## src/rtl/fsm1_seq_pkg.sv

```systemverilog
// Shared definitions for the fsm1_route pulse sequencer: vector word layout,
// state codes and default frame timing.
package fsm1_seq_pkg;

  localparam int IN1_BIT      = 0;
  localparam int IN2_BIT      = 1;
  localparam int RST_BIT      = 2;
  localparam int EXP_OBS0_BIT = 3;
  localparam int EXP_OBS1_BIT = 4;
  localparam int EXP_OUT1_BIT = 5;

  typedef logic [5:0] vec_word_t;
  typedef logic [2:0] state_t;

  localparam state_t ST_IDLE = 3'd0;
  localparam state_t ST_PRE  = 3'd1;
  localparam state_t ST_RUN  = 3'd2;
  localparam state_t ST_POST = 3'd3;
  localparam state_t ST_DONE = 3'd4;

  localparam int DEF_DEPTH       = 16;
  localparam int DEF_PERIOD      = 80;
  localparam int DEF_IN_TICK     = 40;
  localparam int DEF_CLK_TICK    = 78;
  localparam int DEF_PW          = 2;
  localparam int DEF_SAMPLE_TICK = 30;
  localparam int DEF_IDLE_FRAMES = 20;

  // Expected observation in the same order as the sampled pins {out1, obs1, obs0}.
  function automatic logic [2:0] exp_fields(input vec_word_t v);
    return {v[EXP_OUT1_BIT], v[EXP_OBS1_BIT], v[EXP_OBS0_BIT]};
  endfunction

endpackage

```

## src/rtl/fsm1_seq_frame_timer.sv

```systemverilog
// Frame tick counter with frame-end/sample strobes and pulse-window decode
// of the upcoming tick, so the top can register its pins without lag.
module fsm1_seq_frame_timer
  import fsm1_seq_pkg::*;
#(
  parameter int PERIOD      = DEF_PERIOD,
  parameter int IN_TICK     = DEF_IN_TICK,
  parameter int CLK_TICK    = DEF_CLK_TICK,
  parameter int PW          = DEF_PW,
  parameter int SAMPLE_TICK = DEF_SAMPLE_TICK
) (
  input  logic clk,
  input  logic rst,
  input  logic en,
  input  logic clear,
  output logic frame_end,
  output logic sample,
  output logic clk_win_nxt,
  output logic in_win_nxt
);

  localparam int TW = $clog2(PERIOD);
  localparam logic [TW-1:0] LAST   = TW'(PERIOD - 1);
  localparam logic [TW-1:0] SMP    = TW'(SAMPLE_TICK);
  localparam logic [TW-1:0] CLK_LO = TW'(CLK_TICK);
  localparam logic [TW-1:0] CLK_HI = TW'(CLK_TICK + PW - 1);
  localparam logic [TW-1:0] IN_LO  = TW'(IN_TICK);
  localparam logic [TW-1:0] IN_HI  = TW'(IN_TICK + PW - 1);

  logic [TW-1:0] tick;
  logic [TW-1:0] tick_nxt;

  always_comb begin
    tick_nxt = '0;
    if (!clear && en && (tick != LAST)) begin
      tick_nxt = tick + 1'b1;
    end
  end

  always_ff @(posedge clk) begin
    if (rst) begin
      tick <= '0;
    end else begin
      tick <= tick_nxt;
    end
  end

  assign frame_end   = en && (tick == LAST);
  assign sample      = en && (tick == SMP);
  assign clk_win_nxt = (tick_nxt >= CLK_LO) && (tick_nxt <= CLK_HI);
  assign in_win_nxt  = (tick_nxt >= IN_LO) && (tick_nxt <= IN_HI);

endmodule

```

## src/rtl/fsm1_pulse_sequencer.sv

```systemverilog
// On-chip stimulus/check sequencer for fsm1_route: replays a stored vector list
// as framed pulse trains and counts observation mismatches.
//
// state | meaning
// IDLE  | waiting for start; vector writes accepted
// PRE   | clock-only lead-in frames
// RUN   | one frame per vector, input pulses driven
// POST  | clock-only trailing frames; last vector checked in the first one
// DONE  | single completion cycle, then back to IDLE
module fsm1_pulse_sequencer
  import fsm1_seq_pkg::*;
#(
  parameter  int DEPTH       = DEF_DEPTH,
  parameter  int PERIOD      = DEF_PERIOD,
  parameter  int IN_TICK     = DEF_IN_TICK,
  parameter  int CLK_TICK    = DEF_CLK_TICK,
  parameter  int PW          = DEF_PW,
  parameter  int SAMPLE_TICK = DEF_SAMPLE_TICK,
  parameter  int IDLE_FRAMES = DEF_IDLE_FRAMES,
  localparam int AW          = $clog2(DEPTH)
) (
  input  logic          GCLK_Pad,
  input  logic          reset_Pad,
  input  logic          wr_en,
  input  logic [AW-1:0] wr_addr,
  input  logic [5:0]    wr_data,
  input  logic [AW:0]   num_vec,
  input  logic          start,
  output logic          busy,
  output logic          done,
  output logic          dut_clk,
  output logic          dut_input1,
  output logic          dut_input2,
  output logic          dut_reset,
  input  logic          dut_obs0,
  input  logic          dut_obs1,
  input  logic          dut_out1,
  output logic [AW:0]   mismatch_cnt,
  output logic [AW-1:0] first_fail_idx,
  output logic          first_fail_valid
);

  localparam int FW = $clog2(((IDLE_FRAMES > DEPTH) ? IDLE_FRAMES : DEPTH) + 1);
  localparam logic [FW-1:0] IDLE_LAST = FW'(IDLE_FRAMES - 1);
  localparam logic [AW:0]   DEPTH_W   = (AW + 1)'(DEPTH);

  state_t        state, state_nxt;
  logic [FW-1:0] frames_left, frames_nxt;
  logic [AW-1:0] vec_idx, idx_nxt, chk_idx;
  logic [AW:0]   n_vec;
  logic          chk_pend;
  logic          start_acc, busy_nxt, run_nxt;
  logic          frame_end, sample, clk_win_nxt, in_win_nxt;
  vec_word_t     vec_mem [DEPTH];
  vec_word_t     vec_nxt;
  logic [2:0]    obs;

  assign start_acc = start && (state == ST_IDLE);
  assign busy_nxt  = (state_nxt == ST_PRE) || (state_nxt == ST_RUN) || (state_nxt == ST_POST);
  assign run_nxt   = (state_nxt == ST_RUN);
  assign vec_nxt   = vec_mem[idx_nxt];
  assign obs       = {dut_out1, dut_obs1, dut_obs0};

  fsm1_seq_frame_timer #(
    .PERIOD      (PERIOD),
    .IN_TICK     (IN_TICK),
    .CLK_TICK    (CLK_TICK),
    .PW          (PW),
    .SAMPLE_TICK (SAMPLE_TICK)
  ) u_timer (
    .clk         (GCLK_Pad),
    .rst         (reset_Pad),
    .en          (busy),
    .clear       (start_acc),
    .frame_end   (frame_end),
    .sample      (sample),
    .clk_win_nxt (clk_win_nxt),
    .in_win_nxt  (in_win_nxt)
  );

  // frames_left counts down to the terminal frame of the current phase.
  always_comb begin
    state_nxt  = state;
    frames_nxt = frames_left;
    idx_nxt    = vec_idx;
    case (state)
      ST_IDLE: if (start) begin
        state_nxt  = ST_PRE;
        frames_nxt = IDLE_LAST;
        idx_nxt    = '0;
      end
      ST_PRE: if (frame_end) begin
        if (frames_left != '0) begin
          frames_nxt = frames_left - 1'b1;
        end else if (n_vec == '0) begin
          state_nxt  = ST_POST;
          frames_nxt = IDLE_LAST;
        end else begin
          state_nxt  = ST_RUN;
          frames_nxt = FW'(n_vec - 1'b1);
        end
      end
      ST_RUN: if (frame_end) begin
        idx_nxt = vec_idx + 1'b1;
        if (frames_left != '0) begin
          frames_nxt = frames_left - 1'b1;
        end else begin
          state_nxt  = ST_POST;
          frames_nxt = IDLE_LAST;
        end
      end
      ST_POST: if (frame_end) begin
        if (frames_left != '0) frames_nxt = frames_left - 1'b1;
        else                   state_nxt  = ST_DONE;
      end
      ST_DONE: state_nxt = ST_IDLE;
      default: state_nxt = ST_IDLE;
    endcase
  end

  always_ff @(posedge GCLK_Pad) begin
    if (reset_Pad) begin
      state       <= ST_IDLE;
      frames_left <= '0;
      vec_idx     <= '0;
      n_vec       <= '0;
      busy        <= 1'b0;
      done        <= 1'b0;
      dut_clk     <= 1'b0;
      dut_input1  <= 1'b0;
      dut_input2  <= 1'b0;
      dut_reset   <= 1'b0;
    end else begin
      state       <= state_nxt;
      frames_left <= frames_nxt;
      vec_idx     <= idx_nxt;
      busy        <= busy_nxt;
      if (start_acc) begin
        n_vec <= (num_vec > DEPTH_W) ? DEPTH_W : num_vec;
        done  <= 1'b0;
      end else if (state_nxt == ST_DONE) begin
        done <= 1'b1;
      end
      dut_clk    <= busy_nxt && clk_win_nxt;
      dut_input1 <= run_nxt && in_win_nxt && vec_nxt[IN1_BIT];
      dut_input2 <= run_nxt && in_win_nxt && vec_nxt[IN2_BIT];
      dut_reset  <= run_nxt && in_win_nxt && vec_nxt[RST_BIT];
    end
  end

  always_ff @(posedge GCLK_Pad) begin
    if (wr_en && !busy) begin
      vec_mem[wr_addr] <= wr_data;
    end
  end

  // Vector k is judged one frame later, once the DUT has been clocked with it.
  always_ff @(posedge GCLK_Pad) begin
    if (reset_Pad || start_acc) begin
      chk_pend         <= 1'b0;
      chk_idx          <= '0;
      mismatch_cnt     <= '0;
      first_fail_idx   <= '0;
      first_fail_valid <= 1'b0;
    end else begin
      if (sample && chk_pend) begin
        chk_pend <= 1'b0;
        if (obs != exp_fields(vec_mem[chk_idx])) begin
          if (mismatch_cnt != '1) mismatch_cnt <= mismatch_cnt + 1'b1;
          if (!first_fail_valid) begin
            first_fail_idx   <= chk_idx;
            first_fail_valid <= 1'b1;
          end
        end
      end
      if ((state == ST_RUN) && frame_end) begin
        chk_pend <= 1'b1;
        chk_idx  <= vec_idx;
      end
    end
  end

endmodule

```

## config.mk

```make
export PLATFORM = sky130hd
export DESIGN_NAME = fsm1_pulse_sequencer
export DESIGN_NICKNAME = d
export VERILOG_FILES = /design/src/rtl/fsm1_seq_pkg.sv /design/src/rtl/fsm1_seq_frame_timer.sv /design/src/rtl/fsm1_pulse_sequencer.sv
export SDC_FILE = /design/constraint.sdc
export NUM_CORES = 1
export LEC_CHECK = 0
export ABC_AREA = 1
export BUFFER_PORTS_ARGS = -buffer_cell sky130_fd_sc_hd__buf_2
export CORE_MARGIN = 2
export CORE_UTILIZATION = 35
export DETAILED_ROUTE_END_ITERATION = 6
export GPL_TIMING_DRIVEN = 0
export PLACE_DENSITY_LB_ADDON = 0.3
export SLEW_MARGIN = 20
export SYNTH_ARGS = -nofsm -noshare
export SYNTH_HDL_FRONTEND = slang
export SYNTH_HIERARCHICAL = 1
export SYNTH_SLANG_ARGS = --single-unit
```

## constraint.sdc

```tcl
create_clock -name GCLK_Pad -period 3.55 [get_ports GCLK_Pad]
set_input_delay 0.8875 -clock GCLK_Pad [delete_from_list [all_inputs] [get_ports GCLK_Pad]]
set_output_delay 0.8875 -clock GCLK_Pad [all_outputs]
set_load 0.02 [all_outputs]
```

# == Yosys cells after proc, flatten, opt, wreduce, memory -nomap -nowiden ==
# Memory sizes are Yosys's and may differ from the RTL's. A register that Yosys moved wholly into a read port is not among the register bits.
# Cells that the tools add are included.
# Widths: inputs -> output; s select.
# totals
regBits,45
mem_bits_rw,96
inputBits,22
elab_cells,104
mem_count,1
# classes
add_sub_neg,5
magnitude_cmp,5
eq_ne,17
muxes,29
bitwise_logic,1
reduce_logical,30
# memory_table
name,words,width,rd,rd_ports_with_merged_regs,write_ports,line,source
vec_mem,16,6,2,1,1,fsm1_pulse_sequencer.sv:54,vec_word_t vec_mem [DEPTH];
# ops
operator,count
$mux 5,9
$mux 3,7
$pmux 5 s4,1
$mux 4,4
$logic_and 1x1->1,15
$eq 3x2->1 const B,4
$pmux 3 s4,1
$ne 2x2->1 const B,5
$sub 5x1->5 const B,2
$pmux 4 s2,1
$add 7x1->7 const B,1
$eq 7x5->1 const B,1
$eq 7x7->1 const B,1
$ge 7x6->1 const B,1
$ge 7x7->1 const B,1
$le 7x6->1 const B,1
$le 7x7->1 const B,1
$mux 7,1
$ne 7x7->1 const B,1
$eq 3x1->1 const B,2
$reduce_and 3->1,2
$reduce_and 6->1,1
$add 5x1->5 const B,1
$gt 5x5->1 const B,1
other kinds (15),22

# == Logic depth before layout (Yosys ltp) ==
# Gate-level depths: netlist (run 1).
# logic_depth
word_depth,10
depth_mapped,16
ltp_nobuf,14

# == By module ==
# The synthesis (run 1) kept the hierarchy.
# modules_own_cells
mod,n_inst,cells_per_inst,area_each_um2
fsm1_pulse_sequencer,1,624,6169.7
fsm1_seq_frame_timer,1,66,441.7

# == Worst setup path before layout (run 1) ==
# OpenSTA, ideal clock, no wires.
# synth_path
path_kind,reg-to-reg
from,reg u_timer.tick[0]
to,reg dut_input1
setup_ps,64
arrival_ps,2173
path_slack_ps,1313
path_stages_with_launch,13
synth_period_minus_slack_ps,2237
path_cell_list,dfxtp_1 > ha_1 > nand3_2 > nor3_1 > buf_4 > and3_1 > nor3_1 > a21oi_1 > buf_2 > nand3_1 > nand3_1 > nand2_1 > nor2_1
# synth_via
elab_chain_cells,7
word_cells_on_any_way,19
# synth_rtl
element,line,source
"start, declared",fsm1_seq_frame_timer.sv:30,logic [TW-1:0] tick;
"start signal, assigned",fsm1_seq_frame_timer.sv:44,tick <= tick_nxt;
$eq 7x7->1 (*),fsm1_seq_frame_timer.sv:48,assign frame_end = en && (tick == LAST);
$logic_and 1x1->1 (*),fsm1_seq_frame_timer.sv:48,
via frame_end,fsm1_pulse_sequencer.sv:53,"logic frame_end, sample, clk_win_nxt, in_win_nxt;"
"parallel branches: the longest is 4 deep, another holds $mem_v2 16x6",--,
$logic_and 1x1->1 (*),fsm1_pulse_sequencer.sv:145,dut_input1 <= run_nxt && in_win_nxt && vec_nxt[IN1_BIT];
"end signal, assigned",fsm1_pulse_sequencer.sv:145,
"end, declared",fsm1_pulse_sequencer.sv:32,"output logic dut_input1,"
# Mark *: on every way through the listed nets, which the timed path passes.
# A chain may end at the register's enable or synchronous reset.

# == Final worst setup path (run 1) ==
# layout_path
from,reg u_timer.tick[0]
to,reg dut_reset
# layout_via
elab_chain_cells,7
word_cells_on_any_way,19
# layout_rtl
element,line,source
$eq 7x7->1 (*),fsm1_seq_frame_timer.sv:48,
$logic_and 1x1->1 (*),fsm1_seq_frame_timer.sv:48,
via frame_end,fsm1_pulse_sequencer.sv:53,
"parallel branches: the longest is 4 deep, another holds $mem_v2 16x6",--,
$logic_and 1x1->1 (*),fsm1_pulse_sequencer.sv:147,dut_reset <= run_nxt && in_win_nxt && vec_nxt[RST_BIT];
"end signal, assigned",fsm1_pulse_sequencer.sv:147,
"end, declared",fsm1_pulse_sequencer.sv:34,"output logic dut_reset,"
# Marked as above.

==> results of run 1 <==
worst max-delay path, stage by stage (launching register included):
cell and delay (ns):
dfxtp_1 0.38, ha_1 0.23, nand3_2 0.13, nor3_1 0.66, buf_4 0.30, and3_1 0.17
nor3_1 0.04, a21oi_1 0.27, buf_2 0.31, a31oi_1 0.10, a21oi_1 0.19, nor2_1 0.06
power by group:
part	switching, mW	internal, mW	total, mW
Clock	0.700	0.892	1.59
Sequential	0.00907	1.82	1.83
Combinational	0.120	0.0531	0.173
kinds of logic (layout without fill, tap and decap cells):
family,count (synthesis),count (layout),share of synthesized area (%)
compound gates,64,64,6.55
xor+xnor,6,6,0.795
fa+ha+maj,9,9,1.70
buf+inv,102,171,7.36
flops,145,145,58.4
simple gates,364,364,25.2
how the worst max path moves through the flow:
stage	endpoint	slack (ns)	depth (start not counted)
final	dut_reset	0.60	11
after global routing	dut_input1	0.43	12
after floorplan	dut_input1	1.31	12
after CTS	dut_input2	0.57	12
after detailed placement	dut_input2	0.58	12
after global placement	dut_input2	0.56	12
area by class of cell:
cell class              count  area (µm²)  share of cell area, %
inverters                  83         325                   4.27
multi-input cells         443        2260                   29.7
clock buffers              20         437                   5.74
plain buffers              19         161                   2.12
clock inverters            12        86.3                   1.13
flip-flops and latches    145        3860                   50.8
repair buffers             37         185                   2.43
well taps                 234         293                   3.85
cell usage in the layout (no fill, tap or decap), drive strengths merged, types with 2 or more instances in the layout:
cell type / n
nor2: 57
clkbuf: 21
clkinvlp: 5
a21oi: 27
o221ai: 2
nand2: 187
a211oi: 2
edfxtp: 96
nand4: 9
xnor2: 4
a221oi: 2
xor2: 2
nor3: 9
o21ai: 15
nand3b: 3
ha: 9
nand3: 95
inv: 82
dfxtp: 49
a31oi: 5
o22ai: 5
buf: 55
clkinv: 8
per-stage QoR:
step / instances / instance area (µm²) / hold WS [ns]
2_1_floorplan: 690 / 6610 / 0.444
3_3_place_gp: 961 / 7090 / 0.441
3_5_place_dp: 961 / 7090 / 0.442
4_1_cts: 993 / 7610 / 0.451
5_1_grt: 993 / 7610 / 0.476
6_report: 993 / 7610 / 0.448
registers in the layout (all words and copies together), names as in the netlist, 3 cells and up, named ones only:
signal / count
chk_idx: 4
n_vec: 5
frames_left: 5
mismatch_cnt: 5
first_fail_idx: 4
vec_idx: 4
state: 3
vec_mem: 96
u_timer/tick: 7
cells in the mapped netlist (2+ instances only):
| master | number |
|---|---|
| nand2_2 | 7 |
| edfxtp_1 | 96 |
| a31oi_1 | 5 |
| inv_1 | 74 |
| nand3_1 | 89 |
| nor3_1 | 9 |
| xnor2_1 | 4 |
| a211oi_1 | 2 |
| buf_2 | 6 |
| nor2_1 | 51 |
| nand4_1 | 9 |
| dfxtp_1 | 49 |
| inv_4 | 3 |
| a21oi_1 | 23 |
| o22ai_1 | 4 |
| nand3b_1 | 3 |
| buf_4 | 2 |
| xor2_1 | 2 |
| nand3_2 | 6 |
| o21ai_2 | 2 |
| nor2_2 | 5 |
| buf_6 | 10 |
| nand2_4 | 4 |
| inv_2 | 3 |
| a21oi_2 | 4 |
| ha_1 | 9 |
| o21ai_1 | 4 |
| o21ai_0 | 8 |
| a221oi_1 | 2 |
| nand2_1 | 175 |
metal layers:
layer  global-route usage (%)  share of wire, %
met5                        0                 0
met4                     4.37               1.1
met3                     4.32               5.0
met2                     24.2                45
met1                     21.4                49
==> metrics.yaml, run 1 <==
fin_util_pct: 40.8
via_count: 4892
die_h_um: 141
grt_pass1_wl_mm: 23.8
core_area_um2: 18600
reg2reg_depth: 11
finalHoldViolCount: 0
drv_slew: 0
hold_buffers: 0
fmax_mhz: 339
fin_setup_tns_ns: 0
reg2reg_from: "u_timer/tick[0]"
place_ws_ns: 0.579
cts_tree: "done"
start_util_pct: 35.5
cts_setup_buffers: 0
cp-start-kind: "register"
tightest_slew_ns: 0.805
holdPathEnd: "done"
synthTopCellsByArea: "edfxtp_1 44%, dfxtp_1 15%, nand2_1 9.9%"
layout-drive-gt1-share_pct: 16.5
path_max_fanout: 10
setup_viol: 0
async_reset_ff_share_pct: 0
numCtsBuffers: 17
synth.largest_area_cell: "edfxtp_1"
relSlewSlack_pct: 46.1
status: "finished, final reports clean"
leakage_nw: 3.01
crit_start: "u_timer/tick[0]"
layout.nets: 777
critPathRequiredTime_ns: 3.87
syn_inst: 690
post_cts_resized: 0
finalCritPeriodShare_pct: 83.2
io_pins: 38
ys_seq_area_share_pct: 58.4
ys_warn_count: 6
critPathKind: "register to register"
clk_pin_slew_ns: 0.06
n_antenna_cell: 0
rr_endpoint: "dut_reset"
n_fill_cell: 1848
reg2reg_slack_ns: 0.60
powerDensity_nw_per_um2: 472
antenna_found_initial: 0
root_buffer: "clkbuf_16"
syn_to_final_growth_pct: 15.1
io_buffer_count: 37
layout_min_cycle_time_ns: 2.95
synth_edf_count: 96
overflow: 0
hpwl_mm: 10.4
synth_top_area_share_pct: 43.6
cts.sinks: 145
wire_per_inst_um: 14.9
hp-class: "register to register"
critPathArrivalTime_ns: 3.27
avgSynthCellArea_um2: 9.58
drt_iter0_markers: 373
grt_pass1_vias: 4586
htree_levels: 4
ant_nets: 0
post-route-drc-count: 0
synthFlopType: "edfxtp_1"
cts_buffer_depth: 2
whs_path_depth: 2
dieArea_um2: 20000
gp_congestion: 0.832
worst_slack_ns: 0.596
yosysUniqueCellTypes: 50
viasPerCell: 4.93
clk_latency_ns: 0.42
drt-total-wl_mm: 14.7
maxCapViolCount: 0
gr-usage-all-layers_pct: 15.5
rows: 50
clock_skew_ns: 0.0104
irDropWorstVdd_mv: 0.352
dieWidth_um: 141
synthesis.nets: 721
hp-start: "done"
drt_first_pass_iters: 5
synth_area_um2: 6610
p_total_mw: 3.59
rsz0062_at_grt: "false"
endpoint_kind: "register"
grt_max_degree: 17
yosys_register_bits: 145
(Power assumes the default switching activity.)
==> run 2: changes to the inputs <==
==> constraint.sdc (replaced) <==
create_clock -name GCLK_Pad -period 2.4 [get_ports GCLK_Pad]
set_input_delay 0.6 -clock GCLK_Pad [delete_from_list [all_inputs] [get_ports GCLK_Pad]]
set_output_delay 0.6 -clock GCLK_Pad [all_outputs]
set_load 0.02 [all_outputs]
==> metrics.yaml, run 2 (same netlist as run 1, synthesis figures left out) <==
grt_pass1_vias: 4606  # +0.44%
place_area_um2: 7090  # unchanged
clk_latency_ns: 0.42  # about the same
layout_commonest_cell: "nand2_1"
root_buffer: "clkbuf_16"
cp-start-kind: "register"
die_h_um: 141  # unchanged
layout-drive-gt1-share_pct: 17.5  # +1.0 points
hpwl_mm: 10.4  # unchanged
numCtsBuffers: 17  # unchanged
gr-usage-all-layers_pct: 15.6  # +0.053 points
hp-class: "input pin to register"
rr_endpoint: "dut_input2"
reg2reg_from: "u_timer/tick[0]"
core_area_um2: 18600  # unchanged
status: "finished, final reports clean"
htree_levels: 4  # unchanged
crit_start: "u_timer/tick[0]"
drt_iter0_markers: 362  # -2.9%
worst_slack_ns: 0.165  # -0.431 ns
largest_register: "vec_mem"
place_ws_ns: -0.571  # -1.15 ns
setup_viol: 0  # unchanged
cts.sinks: 145  # unchanged
viasPerCell: 4.92  # -0.10%
maxCapViolCount: 0  # unchanged
mostFrequentLayoutCells: "175 x nand2_1, 96 x edfxtp_1, 89 x nand3_1, 74 x inv_1, 50 x nor2_1"
p_total_mw: 5.31  # +48%
grt_max_degree: 17  # unchanged
via_count: 4892  # unchanged
hold_buffers: 0  # unchanged
whs_path_depth: 3  # +1
fin_util_pct: 41.1  # +0.31 points
powerDensity_nw_per_um2: 692  # +47%
overflow: 0  # unchanged
n_fill_cell: 1843  # -0.27%
final_cells: 994  # +0.10%
endpoint_kind: "register"
dp.cells: 961  # unchanged
antenna_found_initial: 0  # unchanged
path_max_fanout: 10  # unchanged
irDropWorstVdd_mv: 0.521  # +48%
fmax_mhz: 447  # +32%
critPathRequiredTime_ns: 2.71  # -1.16 ns
post-route-drc-count: 0  # unchanged
start_util_pct: 35.5  # unchanged
hold_ws_ns: 0.441  # -0.00721 ns
dieWidth_um: 141  # unchanged
largest_reg_flops: 96  # unchanged
grt_pass1_wl_mm: 23.9  # +0.47%
cts_buffer_depth: 2  # unchanged
drt-total-wl_mm: 14.8  # +0.32%
cts_tree: "done"
io_pins: 38  # unchanged
relSlewSlack_pct: 46.5  # +0.38 points
reg.largest.list: "vec_mem x96, u_timer/tick x7"
layout_min_cycle_time_ns: 2.23  # -0.719 ns
n_antenna_cell: 0  # unchanged
drv_slew: 0  # unchanged
finalHoldViolCount: 0  # unchanged
critPathKind: "register to register"
critPathArrivalTime_ns: 2.55  # -0.72 ns
io_buffer_count: 37  # unchanged
dieArea_um2: 20000  # unchanged
tightest_slew_ns: 0.799  # -0.00567 ns
rsz0062_at_grt: "false"
syn_to_final_growth_pct: 16.0
fin_setup_tns_ns: 0  # unchanged
holdPathEnd: "n_vec[0]"
wire_per_inst_um: 14.9  # +0.22%
reg2reg_depth: 15  # +4
reg2reg_slack_ns: 0.17  # -0.43 ns
fin_area_um2: 7670  # +0.76%
rows: 50  # unchanged
ant_nets: 0  # unchanged
clk_pin_slew_ns: 0.06  # about the same
leakage_nw: 3.03  # +0.70%
drt_first_pass_iters: 4  # -1
hp-start: "num_vec[0]"
layout.nets: 778  # +0.13%
clock_skew_ns: 0.0100  # -0.000386 ns
finalCritPeriodShare_pct: 93.1  # +9.9 points
gp_congestion: 0.832  # unchanged
-- run 2: cell type report --
cell class | instances | area [µm²] | area share (%)
Inverter | 83 | 325 | 4.24
Sequential cell | 145 | 3870 | 50.4
Buffer | 19 | 166 | 2.17
Timing Repair Buffer | 38 | 193 | 2.51
Multi-Input combinational cell | 443 | 2300 | 30.0
Clock buffer | 20 | 437 | 5.69
Clock inverter | 12 | 86.3 | 1.13
Tap cell | 234 | 293 | 3.82
-- run 2: how the worst max path moves through the flow --
stage / cells after the start / endpoint
final: 15 / dut_input2
after global routing: 15 / dut_input2
after CTS: 14 / dut_reset
after detailed placement: 12 / dut_input2
after global placement: 12 / dut_input2
after floorplan: 12 / dut_input1
-- run 2: power breakdown --
part	internal (mW)	leakage, nW	switching, mW
clock network	1.32	0.240	1.03
logic	0.0785	1.53	0.179
registers	2.69	1.26	0.0140
-- run 2: critical path: stages (launching register included) --
cell and delay [ns]:
dfxtp_2 0.37, ha_4 0.17, nand3_4 0.10, nor3_4 0.27
nand2_1 0.10, inv_1 0.13, o22ai_4 0.10, nand2_4 0.12
inv_4 0.07, buf_6 0.15, nand2_1 0.06, nand3_1 0.08
nand3_1 0.10, nand2_1 0.08, a21oi_1 0.17, nor2_1 0.07
-- run 2: layer usage --
metal  vias to the layer above  global-route usage [%]  wire [µm]
met5                         -                       0          0
met4                         0                    4.42        180
met3                        19                    4.32        695
met2                       109                    24.2       6760
met1                      2324                    21.5       7160
li1                       2440                       -          -
-- run 2: timing repair --
item,CTS,global route
setup endpoints to repair,13,3
buffers inserted,1,0
pin swaps,1,1
resized for setup,4,9
==> run 3: changes to the inputs <==
--- a/config.mk
+++ b/config.mk
@@ -12,6 +12,7 @@
 export DETAILED_ROUTE_END_ITERATION = 6
 export GPL_TIMING_DRIVEN = 0
 export PLACE_DENSITY_LB_ADDON = 0.3
+export REMOVE_ABC_BUFFERS = 1
 export SLEW_MARGIN = 20
 export SYNTH_ARGS = -nofsm -noshare
 export SYNTH_HDL_FRONTEND = slang
==> metrics.yaml, run 3 (same netlist as run 1, synthesis figures left out) <==
cts_buffer_depth: 2  # unchanged
dieArea_um2: 20000  # unchanged
clk_pin_slew_ns: 0.06  # about the same
cts.sinks: 145  # unchanged
seq_area_um2: 3870  # +0.16%
cts_tree: "done"
mostFrequentLayoutCells: "173 x nand2_1, 96 x edfxtp_1, 89 x nand3_1, 73 x inv_1, 49 x nor2_1"
holdPathEnd: "n_vec[0]"
antenna_found_initial: 0  # unchanged
wire_per_inst_um: 14.7  # -1.5%
p_total_mw: 5.33  # +0.33%
place_area_um2: 6940  # -2.1%
layout-drive-gt1-share_pct: 17.3  # -0.23 points
reg.largest.list: "vec_mem x96, u_timer/tick x7"
endpoint_kind: "register"
setup_viol: 0  # unchanged
largest_reg_flops: 96  # unchanged
multi_input_area_um2: 2350  # +2.0%
tightest_slew_ns: 0.695  # -0.104 ns
finalHoldViolCount: 0  # unchanged
dieWidth_um: 141  # unchanged
status: "finished, final reports clean"
htree_levels: 4  # unchanged
reg2reg_depth: 15  # unchanged
overflow: 0  # unchanged
irDropWorstVdd_mv: 0.488  # -6.4%
critPathKind: "register to register"
finalCritPeriodShare_pct: 91.7  # -1.4 points
rsz0062_at_grt: "false"
cp-start-kind: "register"
reg2reg_from: "u_timer/tick[0]"
start_util_pct: 35.5  # unchanged
critPathRequiredTime_ns: 2.71  # about the same
leakage_nw: 2.97  # -2.1%
drt-total-wl_mm: 14.4  # -2.8%
clk_latency_ns: 0.43  # about the same
ant_nets: 0  # unchanged
grt_pass1_wl_mm: 23.8  # -0.72%
whs_path_depth: 3  # unchanged
via_count: 4725  # -3.4%
grt_max_degree: 27  # +10
gp_congestion: 0.782  # -6.0%
syn_to_final_growth_pct: 15.1
largest_register: "vec_mem"
layout_commonest_cell: "nand2_1"
n_fill_cell: 1849  # +0.33%
io_buffer_count: 37  # unchanged
die_h_um: 141  # unchanged
clock_skew_ns: 0.0103  # +0.000347 ns
n_antenna_cell: 0  # unchanged
hp-class: "input pin to register"
drt_iter0_markers: 247  # -32%
path_cells: "ha_4 > nand3_4 > nor3_4 > buf_6 > nand2_1 > inv_2 > o22ai_4 > nand2_8 > buf_4 > nand2_1 > nand3_1 > nand3_1 > nand2_1 > a21oi_2 > nor2_1"
gr-usage-all-layers_pct: 15.5  # -0.079 points
drv_slew: 0  # unchanged
post-route-drc-count: 0  # unchanged
crit_top_cell: "nand2_1"
layout_min_cycle_time_ns: 2.20  # -0.0347 ns
rows: 50  # unchanged
hpwl_mm: 9.51  # -8.3%
fin_area_um2: 7610  # -0.75%
root_buffer: "clkbuf_16"
crit_slowest_cell: "dfxtp_2"
io_pins: 38  # unchanged
critPathArrivalTime_ns: 2.51  # -0.04 ns
drt_first_pass_iters: 5  # +1
path_max_fanout: 9  # -1
powerDensity_nw_per_um2: 700  # +1.1%
grt_pass1_vias: 4633  # +0.59%
cpPeakStageDelay_ns: 0.35  # -0.02 ns
numCtsBuffers: 17  # unchanged
core_area_um2: 18600  # unchanged
viasPerCell: 4.82  # -2.1%
maxCapViolCount: 0  # unchanged
layout.nets: 765  # -1.7%
hp-start: "num_vec[0]"
rr_endpoint: "dut_reset"
fmax_mhz: 455  # +1.6%
relSlewSlack_pct: 53.5  # +7.0 points
reg2reg_slack_ns: 0.20  # +0.03 ns
-- run 3: cell count changes in the layout (fill, tap and decap cells not counted), sizes merged --
cell	change
clkinv	-2
clkbuf	-2
inv	+1
nand2	+1
clkinvlp	+1
buf	-12
-- run 3: timing repair --
action                     in CTS  in global routing
setup endpoints to repair      14                 10
setup buffers                   3                  2
gates resized for setup        12                 13
pin swaps                       3                  3
hold buffers                    0                  0
cloned                          1                  0
-- run 3: where the power goes --
group	internal, mW	leakage, nW	switching [mW]	total, mW
clock network	1.32	0.237	1.05	2.37
registers	2.69	1.27	0.0173	2.71
logic	0.0743	1.46	0.172	0.246
total	4.08	2.97	1.24	5.33
-- run 3: final cells by class --
cell class / count / area share [%]
clock buffers: 20 / 5.74
clock inverters: 12 / 1.12
inverters: 83 / 4.34
multi-input cells: 444 / 30.9
flip-flops and latches: 145 / 50.9
well taps: 234 / 3.85
repair buffers: 43 / 3.24
-- run 3: stage by stage --
step / utilization (%) / setup WS [ns] / hold WS [ns] / std cells / TNS, ns
finish: 40.8 / 0.200 / 0.442 / 981 / 0
global route: 40.8 / 0.00546 / 0.452 / 981 / 0
CTS: 40.5 / 0.0141 / 0.430 / 979 / 0
detailed placement: 37.2 / -0.583 / 0.457 / 943 / -4.98
global placement: 37.2 / -1.37 / 0.453 / 942 / -16.95
floorplan: - / -0.478 / 0.444 / 671 / -1.78
-- run 3: how the worst max path moves through the flow --
stage / startpoint / cells after the start / to / slack [ns]
finish: u_timer/tick[0] / 15 / dut_reset / 0.20
global route: u_timer/tick[5] / 15 / dut_reset / 0.005
CTS: u_timer/tick[0] / 15 / dut_reset / 0.01
detailed placement: u_timer/tick[0] / 12 / dut_reset / -0.58
floorplan: u_timer/tick[0] / 11 / dut_input1 / -0.48
global placement: u_timer/tick[0] / 11 / dut_reset / -1.37
-- run 3: metal layers --
metal	share of wire, %	track usage [%]	vias up
met3	4.2	3.54	21
met5	0	0	-
met1	48	20.7	2202
li1	-	-	2420
met4	1.8	5.32	0
met2	46	25.0	82
-- run 3: worst max-delay path: cells and delay by family, from the launching register on --
family / cells / cell delay, ns
AOI/OAI and AO/OA: 2 / 0.43
buffers and inverters: 3 / 0.39
DFF: 1 / 0.35
adders and majority gates: 1 / 0.18
and+or+nand+nor: 9 / 0.73
